--- src/rtl/spi_rx_fifo.sv ---
// spi_rx_fifo: oversampling SPI byte receiver feeding a show-ahead receive FIFO.
module spi_rx_fifo #(
    parameter int FIFO_DEPTH  = 4,
    parameter int SYNC_STAGES = 2
) (
    input  logic       clk,
    input  logic       rst,
    input  logic       spi_stb,
    input  logic       spi_clk,
    input  logic       spi_dio,
    input  logic       read,
    output logic [7:0] rdata,
    output logic       empty,
    output logic       full,
    output logic       overflow,
    output logic       frame_err
);
    localparam int AW = $clog2(FIFO_DEPTH);
    localparam logic [AW:0] FULL_CNT = (AW+1)'(FIFO_DEPTH);
    localparam logic [0:0] IDLE   = 1'b0;
    localparam logic [0:0] ACTIVE = 1'b1;

    logic [SYNC_STAGES-1:0] stb_q, clk_q, dio_q, flush;
    logic       stb_d, clk_d, armed;
    logic [0:0] state;
    logic [2:0] bitcnt;
    logic [6:0] shreg;
    logic       push;
    logic [7:0] pdata;
    logic       stb_s, clk_s, dio_s, stb_rise, stb_fall, clk_rise;

    logic [7:0]    mem [FIFO_DEPTH];
    logic [AW-1:0] wptr, rptr, rptr_n;
    logic [AW:0]   cnt, cnt_n;
    logic          do_pop, do_push;
    logic [7:0]    head_n;

    always_comb begin
        stb_s    = stb_q[SYNC_STAGES-1];
        clk_s    = clk_q[SYNC_STAGES-1];
        dio_s    = dio_q[SYNC_STAGES-1];
        stb_rise = stb_s & ~stb_d;
        stb_fall = ~stb_s & stb_d;
        clk_rise = clk_s & ~clk_d;
    end

    // armed waits until the reset-loaded synchronizer values have flushed and stb is truly high
    always_ff @(posedge clk) begin
        if (!rst) begin
            stb_q     <= '1;
            clk_q     <= '1;
            dio_q     <= '1;
            stb_d     <= 1'b1;
            clk_d     <= 1'b1;
            flush     <= '0;
            armed     <= 1'b0;
            state     <= IDLE;
            bitcnt    <= 3'd0;
            shreg     <= 7'd0;
            push      <= 1'b0;
            pdata     <= 8'd0;
            frame_err <= 1'b0;
        end else begin
            stb_q <= {stb_q[SYNC_STAGES-2:0], spi_stb};
            clk_q <= {clk_q[SYNC_STAGES-2:0], spi_clk};
            dio_q <= {dio_q[SYNC_STAGES-2:0], spi_dio};
            stb_d <= stb_s;
            clk_d <= clk_s;
            flush <= {flush[SYNC_STAGES-2:0], 1'b1};
            armed <= armed | (flush[SYNC_STAGES-1] & stb_s);
            push  <= 1'b0;
            if (state == IDLE) begin
                bitcnt <= 3'd0;
                if (armed && stb_fall) state <= ACTIVE;
            end else if (stb_rise) begin
                state  <= IDLE;
                bitcnt <= 3'd0;
                if (bitcnt != 3'd0) frame_err <= 1'b1;
            end else if (clk_rise) begin
                bitcnt <= bitcnt + 3'd1;
                shreg  <= {dio_s, shreg[6:1]};
                if (bitcnt == 3'd7) begin
                    push  <= 1'b1;
                    pdata <= {dio_s, shreg};
                end
            end
        end
    end

    always_comb begin
        do_pop  = read && (cnt != '0);
        do_push = push && ((cnt != FULL_CNT) || do_pop);
        cnt_n   = cnt + (AW+1)'(do_push) - (AW+1)'(do_pop);
        rptr_n  = rptr + AW'(do_pop);
        head_n  = (cnt - (AW+1)'(do_pop) == '0) ? pdata : mem[rptr_n];
    end

    always_ff @(posedge clk) begin
        if (do_push) mem[wptr] <= pdata;
    end

    always_ff @(posedge clk) begin
        if (!rst) begin
            wptr     <= '0;
            rptr     <= '0;
            cnt      <= '0;
            rdata    <= 8'd0;
            overflow <= 1'b0;
        end else begin
            if (do_push) wptr <= wptr + AW'(1);
            rptr  <= rptr_n;
            cnt   <= cnt_n;
            rdata <= head_n;
            if (push && !do_push) overflow <= 1'b1;
        end
    end

    assign empty = (cnt == '0);
    assign full  = (cnt == FULL_CNT);
endmodule

--- config.mk ---
export PLATFORM = sky130hd
export DESIGN_NAME = spi_rx_fifo
export DESIGN_NICKNAME = d
export VERILOG_FILES = /design/src/rtl/spi_rx_fifo.sv
export SDC_FILE = /design/constraint.sdc
export NUM_CORES = 1
export LEC_CHECK = 0
export CAP_MARGIN = 20
export CORE_MARGIN = 2
export CORE_UTILIZATION = 51
export DETAILED_ROUTE_END_ITERATION = 6
export HOLD_SLACK_MARGIN = 0.06
export PLACE_DENSITY = 0.7
export SLEW_MARGIN = 15
export SYNTH_ARGS = -nofsm -noshare
export SYNTH_HDL_FRONTEND = slang
export SYNTH_SLANG_ARGS = --single-unit
--- constraint.sdc ---
create_clock -name clk -period 2.85 [get_ports clk]
set_clock_uncertainty 0.2 [all_clocks]
set_input_delay 0.285 -clock clk [delete_from_list [all_inputs] [get_ports clk]]
set_output_delay 0.285 -clock clk [all_outputs]
set_load 0.005 [all_outputs]
==> results.tsv <==
metric	value	unit
ctsResizeCount	0	
dp_worst_setup_slack	0.300	ns
via_count	1886	
setup_tns	0	ns
grt-ovfl-total	0	
power	3.10	mW
drt-vias-per-instance	5.36	
fillers	508	
yosys-top-cells-area	dfxtp_1 (30%), edfxtp_1 (30%), mux2i_1 (8.2%)	
cts-root-buf	clkbuf_8	
swShare	0.285	
ys_warn_count	0	
cts_tree	built	
fmax	0.405	GHz
antenna_found_initial	0	
path_delay_family	compound AO/OA/AOI/OAI gates	
p_clk_frac	0.261	
layout_common_cells	dfxtp_1 (48), edfxtp_1 (32), mux2i_1 (26)	
hold_depth	1	
r2r-start	cnt[2]	
grt_pass1_wl	8670	µm
rsz0062_at_grt	no	
drt-total-wl	5470	µm
holdBufCountCts	0	
critPathKind	reg2reg	
p_per_area	859	nW/µm²
drt_iter0_drc	106	
seqPwrFrac	0.422	
p_int	2.22	mW
tightest_slew	0.677	ns
reg2reg_depth	8	
vdd_drop_max	0.487	mV
cts_buffers	9	
grt_usage	0.178	
multi_input_area	1130	µm²
final_common_cell	dfxtp_1	
ys_ff_latch	80	
fin_crit	2.47	ns
cp-start-kind	register	
slew_headroom	0.547	
hold_viol_final	0	
path_clk_slew	0.08	ns
final_cell_area	3610	µm²
final_cells	352	
end_kind	register	
min_from	stb_q[0]	
layout_setup_ws	0.378	ns
maxSlewViolCount	0	
post-route-util	0.605	
drc_errors	0	
regArea	1920	µm²
slowest_stage	dfxtp_1	
post_cts_buffers	0	
fp.dieArea	6840	µm²
row_count	28	
cp_cell_sequence	o31ai_1 -> or2_2 -> a21bo_2 -> ha_1 -> fa_1 -> xor2_1 -> xnor2_1 -> and2_1	
clk-insertion-delay-late	0.34	ns
whs	0.213	ns
syn_area_per_cell	12.5	µm²
syn_nets	269	
ys_seq_area_frac	0.608	
grt_pass1_vias	1797	
rr_endpoint	cnt[2]	
cts_sinks	80	
worst-path-buf-inv	0	
crit_arrival	2.51	ns
ff2ff_setup_slack	0.38	ns
critPathMaxStageDelay	0.38	ns
ys_types	33	
syn_inst	252	
n_antenna_cell	0	
maxCapViolCount	0	
grt_max_degree	36	
syn_to_final_growth	14.1	%
finalCritPeriodShare	0.867	
die_h	82.7	µm
status	complete, no violations	
p_comb_frac	0.317	
routabilityCongestion	0.720	
setup_viol_count_final	0	
hold_path_end	stb_q[1]	
cp.required	2.89	ns
layout.nets	289	
dp.cells	336	
wl_per_cell	15.5	µm
die_w	82.7	µm
hpwl	3500	µm
yosysTopAreaCell	dfxtp_1	
drive_above_1_share	0.130	
drtAntennaViolNets	0	
initial_core_util	0.531	
switchingPower	0.883	mW
worst-path-max-fanout	5	
synth_area	3160	µm²
io_pins	18	
clk_path_buf_depth	2	
port-buffer-count	17	
hold_path.class	reg2reg	
placed_area	3410	µm²
core_region_area	5960	µm²
p_leak	1.38	nW
synth_top_cell_area_share	0.304	
drtPass1Iterations	4	
htree_levels	3	
layout make-up:
class	count	area share
Sequential cell	80	0.533
Multi-Input combinational cell	148	0.313
Timing Repair Buffer	23	0.0632
Clock buffer	10	0.0382
Tap cell	75	0.0260
Clock inverter	6	0.0163
Inverter	10	0.0104
synthesized netlist by cell type, drive strengths merged:
library cell / instances
nand2: 25
a21bo: 1
clkbuf: 5
a31oi: 2
o21ai: 2
a21oi: 10
edfxtp: 32
nor3: 1
nor2: 6
xor2: 2
and2: 9
nand4: 8
a21boi: 1
nor2b: 2
dfxtp: 48
buf: 9
mux2i: 26
mux2: 8
nand3: 1
xnor2: 3
inv: 10
or2: 1
fa: 1
nand2b: 12
o31ai: 8
ha: 10
o32ai: 8
nor3b: 1
sequential cells by signal, summed over array words and instances, names as in the netlist, 3 cells and up:
register / count
bitcnt: 3
pdata: 8
cnt: 3
rdata: 8
mem: 32
shreg: 7
power groups by stage:
| stage | Clock, mW | Combinational, mW | Sequential [mW] |
|---|---|---|---|
| floorplan | 0 | 0.677 | 1.33 |
| CTS | 0.825 | 0.999 | 1.31 |
| global placement | 0 | 0.989 | 1.33 |
| global route | 0.880 | 1.07 | 1.32 |
| detailed placement | 0 | 0.993 | 1.33 |
| finish | 0.809 | 0.982 | 1.31 |
worst max-delay path by stage:
stage | slack, ns | start | to | cells past startpoint
after floorplan | 0.51 | cnt[2] | cnt[2] | 8
after global placement | 0.33 | read | cnt[2] | 9
after detailed placement | 0.30 | read | cnt[2] | 9
after CTS | 0.37 | cnt[2] | cnt[2] | 8
after global routing | 0.25 | cnt[2] | cnt[2] | 8
final | 0.38 | cnt[2] | cnt[2] | 8
per-layer routing:
| metal | routed length [µm] | vias to the layer above | track usage |
|---|---|---|---|
| met4 | 177 | 0 | 0.110 |
| met3 | 267 | 12 | 0.0391 |
| met1 | 2410 | 892 | 0.210 |
| li1 | - | 936 | - |
| met5 | 0 | - | 0 |
| met2 | 2620 | 46 | 0.295 |
cell families (layout without fill, tap and decap cells):
kind of cell / count (synthesis) / in the layout / share of synthesized area
XOR/XNOR: 5 / 5 / 0.0186
AND/OR/NAND/NOR: 66 / 66 / 0.107
multiplexers: 34 / 34 / 0.111
buffers and inverters: 24 / 49 / 0.0348
adder cells (fa/ha/maj): 11 / 11 / 0.0459
AO/OA/AOI/OAI: 32 / 32 / 0.0744
flip-flops: 80 / 80 / 0.608
Power figures use the tool's default switching activity.
